## src/rtl/serial_pattern_tx_if.sv

```systemverilog
// serial_pattern_tx_if: control inputs and serial outputs of serial_pattern_tx.
interface serial_pattern_tx_if #(
  parameter int WIDTH = 8
);
  logic start;
  logic [WIDTH-1:0] pattern;
  logic [$clog2(WIDTH+1)-1:0] len;
  logic repeat_req;
  logic dout;
  logic dval;
  logic busy;
  logic done;
  modport master (output start, pattern, len, repeat_req, input dout, dval, busy, done);
  modport slave (input start, pattern, len, repeat_req, output dout, dval, busy, done);
endinterface

```

## src/rtl/serial_pattern_tx.sv

```systemverilog
// serial_pattern_tx: MSB-first serialiser of a programmable-length pattern followed by a fixed idle gap.
// Define SERIAL_PATTERN_TX_REPEAT_EN to let repeat_req resend the latched frame without a new start.
module serial_pattern_tx #(
  parameter int WIDTH = 8,
  parameter int GAP = 2
) (
  input logic clk,
  input logic n_rst,
  serial_pattern_tx_if.slave bus
);
  localparam int LW = $clog2(WIDTH + 1);
  localparam int GW = GAP > 1 ? $clog2(GAP) : 1;
  typedef enum logic [1:0] {IDLE, SHIFT, DONE, GAP_S} state_t;
  state_t state_q, state_d;
  logic [WIDTH-1:0] shadow_q, shadow_d;
  logic [LW-1:0] cnt_q, cnt_d, len_q, len_d, len_eff;
  logic [GW-1:0] gap_q, gap_d;
  logic rep_q, rep_d, rep, bit_sel;
`ifdef SERIAL_PATTERN_TX_REPEAT_EN
  assign rep = bus.repeat_req;
`else
  logic unused_repeat;
  assign unused_repeat = bus.repeat_req;
  assign rep = 1'b0;
`endif
  assign len_eff = (bus.len == '0 || bus.len > LW'(WIDTH)) ? LW'(WIDTH) : bus.len;
  // the shadow stays intact so a repeated frame can be resent from it
  always_comb begin
    bit_sel = 1'b0;
    for (int i = 0; i < WIDTH; i++) if (cnt_q == LW'(i + 1)) bit_sel = shadow_q[i];
  end
  always_comb begin
    state_d = state_q;
    shadow_d = shadow_q;
    cnt_d = cnt_q;
    len_d = len_q;
    gap_d = gap_q;
    rep_d = rep_q;
    case (state_q)
      IDLE: if (bus.start) begin
        state_d = SHIFT;
        shadow_d = bus.pattern;
        cnt_d = len_eff;
        len_d = len_eff;
      end
      SHIFT: begin
        cnt_d = cnt_q - LW'(1);
        if (cnt_q == LW'(1)) state_d = DONE;
      end
      DONE: begin
        rep_d = rep;
        if (GAP > 0) begin
          state_d = GAP_S;
          gap_d = GW'(GAP - 1);
        end else if (rep) begin
          state_d = SHIFT;
          cnt_d = len_q;
        end else state_d = IDLE;
      end
      GAP_S: if (gap_q == '0) begin
        state_d = rep_q ? SHIFT : IDLE;
        cnt_d = len_q;
      end else gap_d = gap_q - GW'(1);
      default: state_d = IDLE;
    endcase
  end
  always_ff @(posedge clk or negedge n_rst) begin
    if (!n_rst) begin
      state_q <= IDLE;
      shadow_q <= '0;
      cnt_q <= '0;
      len_q <= '0;
      gap_q <= '0;
      rep_q <= 1'b0;
    end else begin
      state_q <= state_d;
      shadow_q <= shadow_d;
      cnt_q <= cnt_d;
      len_q <= len_d;
      gap_q <= gap_d;
      rep_q <= rep_d;
    end
  end
  assign bus.dout = state_q == SHIFT && bit_sel;
  assign bus.dval = state_q == SHIFT;
  assign bus.busy = state_q != IDLE;
  assign bus.done = state_q == DONE;
endmodule

```

## src/flat_wrapper.sv

```systemverilog
// flat-port wrapper written by rule: the top's interface ports become plain ports
module serial_pattern_tx_flat 
#(
  parameter int WIDTH = 8,
  parameter int GAP = 2
)
  (clk, n_rst, bus_start, bus_pattern, bus_len, bus_repeat_req, bus_dout, bus_dval, bus_busy, bus_done);
  serial_pattern_tx_if #(.WIDTH(WIDTH)) bus_i ();
  input logic clk;
  input logic n_rst;
  input wire logic [$bits(bus_i.start)-1:0] bus_start;
  input wire logic [$bits(bus_i.pattern)-1:0] bus_pattern;
  input wire logic [$bits(bus_i.len)-1:0] bus_len;
  input wire logic [$bits(bus_i.repeat_req)-1:0] bus_repeat_req;
  output wire logic [$bits(bus_i.dout)-1:0] bus_dout;
  output wire logic [$bits(bus_i.dval)-1:0] bus_dval;
  output wire logic [$bits(bus_i.busy)-1:0] bus_busy;
  output wire logic [$bits(bus_i.done)-1:0] bus_done;
  assign bus_i.start = bus_start;
  assign bus_i.pattern = bus_pattern;
  assign bus_i.len = bus_len;
  assign bus_i.repeat_req = bus_repeat_req;
  assign bus_dout = bus_i.dout;
  assign bus_dval = bus_i.dval;
  assign bus_busy = bus_i.busy;
  assign bus_done = bus_i.done;
  serial_pattern_tx #(.WIDTH(WIDTH), .GAP(GAP)) u_core (.clk(clk), .n_rst(n_rst), .bus(bus_i));
endmodule
```

## config.mk

```make
export PLATFORM = sky130hd
export DESIGN_NAME = serial_pattern_tx_flat
export DESIGN_NICKNAME = d
export VERILOG_FILES = /design/src/rtl/serial_pattern_tx_if.sv /design/src/rtl/serial_pattern_tx.sv /design/src/flat_wrapper.sv
export SDC_FILE = /design/constraint.sdc
export NUM_CORES = 1
export LEC_CHECK = 0
export CORE_ASPECT_RATIO = 2
export CORE_MARGIN = 5
export CORE_UTILIZATION = 40
export DETAILED_ROUTE_END_ITERATION = 12
export SYNTH_ARGS = -nofsm -noshare
export SYNTH_HDL_FRONTEND = slang
export SYNTH_SLANG_ARGS = --single-unit
```

## constraint.sdc

```tcl
create_clock -name clk -period 3.4 [get_ports clk]
set_input_delay 0.68 -clock clk [delete_from_list [all_inputs] [get_ports clk]]
set_output_delay 0.68 -clock clk [all_outputs]
set_load 0.05 [all_outputs]
```

==> results.txt, run 1 <==
H-tree level count: 1
RePlAce Congestion: 0.765
Crit start category: flop
Worst setup EP type: output port
Final setup vio count: 0
# rows: 27
Slowest cell on the critical path: dlymetal6s2s_1
TNS Setup: 0 ns
HP Class: reg2reg
Async set-reset flop share out of synthesis: 1.00
Max VDD drop: 537 µV
Mux share of post-synthesis cell area: 0.0997
First-pass GRT wire length: 3.80 mm
CTS buffer count: 3
Final Slew Violations: 0
Vias: 841
Status: finished clean
Area share of the largest cell type after synthesis: 0.426
CP Cell Sequence: inv_1, ha_1, inv_1, a211o_1, o21ai_0, dlymetal6s2s_1
Distinct cells, synth: 32
I/O pins: 20
CTS tree: built
Final Net Count: 155
Synth Area in Simple Gates: 0.144
Syn Nets: 135
Mapped Area: 1120 µm²
Via density: 5.36
Initial antenna violation count: 0
Hold Vio Cnt, Final: 0
Die Area: 4010 µm²
FMAX: 0.346 GHz
DR iter-0 viols: 15
Die height: 84.7 µm
Post-route ant nets: 0
Yosys warning total: 0
CTS root buf: clkbuf_8
Pin count of the biggest net entering global routing: 20
CP max FO: 9
Die W: 47.4 µm
Register bit total from synthesis: 19
Clk sinks: 19
Drt drc: 0
Setup Fix Bufs, Post-CTS: 0
RSZ-0062 raised after global routing: false
Starting Density: 0.408
Pwr/cell area: 931 nW/µm²
Placement-stage cell area: 1320 µm²
Final WL: 2.27 mm
Final worst-path cycle share: 0.849
Main combinational cell family by area after synthesis: compound AO/OA/AOI/OAI gates
Post-synth top cells: dfrtp_1, nand2_1, ha_1, o21ai_0, mux2_2
Synth Flop Type: dfrtp_1
Clock skew: 0.00116 ns
Share of cells above drive strength 1: 0.117
Clk Latency, worst-skew pair: 0.25 ns
Worst slew margin: 0.419
Vias in the first global route: 868
Post-synth EDFFs: 0
WS Path Type: reg2out
CP required: 2.72 ns
Total congestion overflow: 0
Final Instance Area: 1370 µm²
MaxCap Viol Count: 0
Area Growth Syn to Fin: 22.2%
Final worst path period need: 2.89 ns
Worst Tran Pin Value: 0.868 ns
Complex-gate fraction of the synthesized area: 0.180
Clk buf depth: 2
Cells taking the most area after synthesis: dfrtp_1, ha_1, mux2_2, o21ai_0, nand2_1
Max stage delay on crit path: 0.44 ns
Post-DR wirelength/cell: 14.5 µm
# diodes: 0
Count leader, synth: dfrtp_1
CORE AREA: 2740 µm²
Leakage Power: 0.599 nW
Post-synthesis cell count: 109
Post-synthesis sequential area ratio: 0.426
Worst-path clk slew: 0.07 ns
Worst EP arrival: 2.21 ns
Adder-cell share of the synthesized area: 0.112
XOR/XNOR Fraction of Synth Area: 0
DR pass1 iterations: 4
Yosys top cell by area: dfrtp_1
PortBufs: 18
Top cell by count, worst path: inv_1
Post-DP HPWL: 1.72 mm
Synth Area per Inst: 10.3 µm²
Total global routing track utilization: 0.132
Cts hold-fix bufs: 0
where the power goes:
group	internal [W]	switching (W)	total (W)	leakage, nW
Clock	0.0000833	0.0000736	0.000157	0.0228
Sequential	0.000339	0.0000980	0.000437	0.230
Combinational	0.000307	0.000369	0.000677	0.345
Total	0.000729	0.000541	0.00127	0.599
metrics by stage:
stage	setup WS, ns	util	hold WS [ns]	std cells	total power [W]
2_1_floorplan	0.118	-	0.384	109	0.000955
3_3_place_gp	0.458	0.481	0.465	153	0.00111
3_5_place_dp	0.429	0.481	0.474	153	0.00113
4_1_cts	0.139	0.498	0.491	157	0.00129
5_1_grt	0.382	0.499	0.524	157	0.00139
6_report	0.513	0.499	0.488	157	0.00127
cell usage in the layout, fill, tap and decap left out, drive strengths merged, types with 4 or more instances in the layout:
master | Yosys | layout
ha | 10 | 10
inv | 7 | 7
nand2b | 5 | 5
clkdlybuf4s50 | 0 | 17
o21ai | 10 | 10
a21oi | 6 | 6
clkbuf | 1 | 4
nor2 | 5 | 5
mux2 | 9 | 9
nand2 | 13 | 13
dfrtp | 19 | 19
critical path, delay by kind of cell, from the launching register on:
kind                       cells  cell delay (ns)
adders and majority gates      1             0.38
buffers and inverters          3             0.73
AOI/OAI and AO/OA              2             0.43
DFF                            1             0.41
layout make-up:
cell class                      count  area, µm²
Tap cell                           29       36.3
Clock buffer                        4       45.0
Sequential cell                    19        475
Inverter                            7       26.3
Multi-Input combinational cell     80        599
Timing Repair Buffer               18        183
Fill cell                         260       1370
timing repair:
action,in CTS,in global routing
hold endpoints to repair,0,0
endpoints found under the setup margin,0,1
gates resized for setup,0,1
registers in the layout, indices dropped and copies added (netlist names):
signal           flops
u_core.shadow_q      8
u_core.cnt_q         4
u_core.gap_q         1
u_core.len_q         4
u_core.state_q       2
worst paths after layout:
| path | startpoint | to | slack (ns) | cells after the start |
|---|---|---|---|---|
| max | u_core.state_q[1] | bus_dout | 0.51 | 6 |
| min | u_core.len_q[2] | u_core.len_q[2] | 0.49 | 2 |
| max reg2reg | u_core.state_q[1] | u_core.state_q[1] | 1.55 | 5 |
| min reg2reg | u_core.len_q[2] | u_core.len_q[2] | 0.49 | 2 |
| max in group asynchronous | n_rst | u_core.shadow_q[6] | 1.95 | 1 |
| min in group asynchronous | n_rst | u_core.cnt_q[0] | 0.92 | 1 |
routing by layer:
layer / global-route usage / wire [µm] / up-vias / part of all wire
li1: - / - / 422 / -
met1: 0.139 / 914 / 397 / 0.40
met2: 0.226 / 1190 / 18 / 0.52
met3: 0.0236 / 111 / 4 / 0.049
met4: 0.0756 / 55 / 0 / 0.024
met5: 0 / 0 / - / 0
kinds of logic after synthesis:
| family | Yosys count |
|---|---|
| buffers and inverters | 10 |
| adder cells (fa/ha/maj) | 10 |
| flip-flops | 19 |
| AO/OA/AOI/OAI | 28 |
| AND/OR/NAND/NOR | 32 |
| multiplexers | 10 |
(Power assumes the default switching activity.)
==> run 2, diff against run 1 <==
- PLACE_DENSITY: unset -> 0.66
- clock period: 3.4 -> 2.4 ns (I/O delays scaled with it)
==> run 2 against run 1 <==
- via count is 6.8% higher
- final area rose by 3.8%
- clock power is 39% higher
- critical path type unchanged
- total power up 50%
- critical path depth rose by 1
- clock-buffer cell count is the same
- die area stayed put
- worst hold slack better by 0.00066 ns
- register-to-register slack got worse by 0.95 ns
- routed wire length increased by 5.9%
==> results.txt, run 2 (synthesized netlist as in run 1, its figures left out) <==
Vias in the first global route: 914
Final Slew Violations: 0
Sw power: 0.000816 W
Starting Density: 0.408
Clock skew: 0.00206 ns
DR iter-0 viols: 18
CTS tree: built
Max reg flops: 8
CTS buffer count: 3
Die Area: 4010 µm²
Clk sinks: 19
DR pass1 iterations: 4
H-tree level count: 1
Area Growth Syn to Fin: 26.9%
PortBufs: 18
Worst-path clk slew: 0.07 ns
WHS Path Cells: 2
I/O pins: 20
Met2 GRT Util: 0.248
Most Used Layer, Global Route: met2
HP Class: reg2reg
Via density: 5.61
Setup WS pre-CTS: 0.250 ns
Final worst path period need: 2.27 ns
Biggest regs: u_core.shadow_q x8, u_core.cnt_q x4, u_core.len_q x4
Fin worst setup slack: 0.130 ns
Clk Latency, worst-skew pair: 0.25 ns
Worst Tran Pin Value: 0.474 ns
Pwr/cell area: 1340 nW/µm²
TNS Setup: 0 ns
# diodes: 0
Clk buf depth: 2
MaxCap Viol Count: 0
Sequential power share: 0.330
Status: finished clean
Leakage Power: 0.602 nW
FMAX: 0.440 GHz
Register bank with the most flops: u_core.shadow_q
Share of cells above drive strength 1: 0.221
Slowest cell on the critical path: dfrtp_2
CP required: 1.92 ns
Post-DR wirelength/cell: 15.0 µm
Worst slew margin: 0.684
Switching Share: 0.428
Die W: 47.4 µm
Post-route ant nets: 0
Initial antenna violation count: 0
RSZ-0062 raised after global routing: false
Crit start category: flop
Post-DP HPWL: 1.86 mm
RePlAce Congestion: 0.726
Max VDD drop: 785 µV
Total global routing track utilization: 0.134
Power share of the combinational group: 0.555
First-pass GRT wire length: 3.93 mm
Pin count of the biggest net entering global routing: 20
Worst EP arrival: 1.79 ns
CORE AREA: 2740 µm²
Drt drc: 0
Final worst-path cycle share: 0.946
Worst setup EP type: output port
Vias: 898
Final WL: 2.40 mm
Hold Vio Cnt, Final: 0
GR Layer Usage met3: 0.0193
Total congestion overflow: 0
Clk pwr share: 0.115
Die height: 84.7 µm
WS Path Type: reg2out
Final setup vio count: 0
Internal: 0.00109 W
CP max FO: 6
Final Net Count: 158
Max stage delay on crit path: 0.42 ns
# rows: 27
Commonest non-fill, non-tap cell in the layout: dfrtp_1
Most frequent cells in the layout: dfrtp_1, clkdlybuf4s50_1, nand2_1, o21ai_0, mux2_2
CP Cell Sequence: inv_1, ha_2, a21oi_1, o21ai_0, a311oi_2, o21ai_2, buf_12
M1 GR Usage: 0.131
CTS root buf: clkbuf_8
Worst r2r path cells: 4
-- run 2: cell count changes in the layout (fill, tap and decap cells not counted), sizes merged --
| cell | delta |
|---|---|
| buf | +7 |
| clkdlybuf4s50 | -3 |
| dlymetal6s2s | -1 |
-- run 2: worst paths after layout --
path | startpoint | to | slack (ns)
setup / recovery | u_core.cnt_q[1] | bus_dout | 0.13
hold / removal | u_core.len_q[0] | u_core.len_q[0] | 0.49
setup reg to reg | u_core.state_q[0] | u_core.cnt_q[0] | 0.60
hold reg to reg | u_core.len_q[0] | u_core.len_q[0] | 0.49
max in group asynchronous | n_rst | u_core.cnt_q[1] | 1.62
min in group asynchronous | n_rst | u_core.gap_q | 0.55
-- run 2: worst max-delay path, delay by kind of cell, from the launching register on --
family / cells / cell delay (ns)
compound gates: 4 / 0.64
flops: 1 / 0.42
buf+inv: 2 / 0.26
fa+ha+maj: 1 / 0.20
-- run 2: timing repair --
action                     4_1_cts  5_1_grt
resized for setup                2        4
pin swaps                        1        1
hold buffers                     0        0
setup endpoints to repair        1        1
setup buffers                    0        2
hold endpoints to repair         0        0
-- run 2: per-layer routing --
| metal | wire (µm) | share of wire |
|---|---|---|
| met5 | 0 | 0 |
| met4 | 42 | 0.017 |
| met3 | 52 | 0.022 |
| met2 | 1470 | 0.61 |
| met1 | 840 | 0.35 |
-- run 2: power by group through the flow --
stage | registers (W) | clock network (W) | logic (W)
after floorplan | 0.000575 | 0 | 0.000791
after global placement | 0.000622 | 0 | 0.000969
after detailed placement | 0.000631 | 0 | 0.00100
after CTS | 0.000627 | 0.000221 | 0.00101
after global routing | 0.000651 | 0.000236 | 0.00117
final | 0.000629 | 0.000218 | 0.00106
-- run 2: final cells by class --
class | instances | area [µm²]
clock buffers | 4 | 45.0
fillers | 246 | 1320
inverters | 7 | 26.3
multi-input cells | 80 | 627
flip-flops and latches | 19 | 478
well taps | 29 | 36.3
repair buffers | 21 | 205
-- run 2: metrics by stage --
stage,power (W),util,instance area (µm²),hold WS (ns),cells
after floorplan,0.00137,-,1120,0.184,109
after global placement,0.00159,0.487,1330,0.465,154
after detailed placement,0.00163,0.487,1330,0.474,154
after CTS,0.00186,0.505,1380,0.490,158
after global routing,0.00206,0.518,1420,0.506,160
final,0.00190,0.518,1420,0.488,160
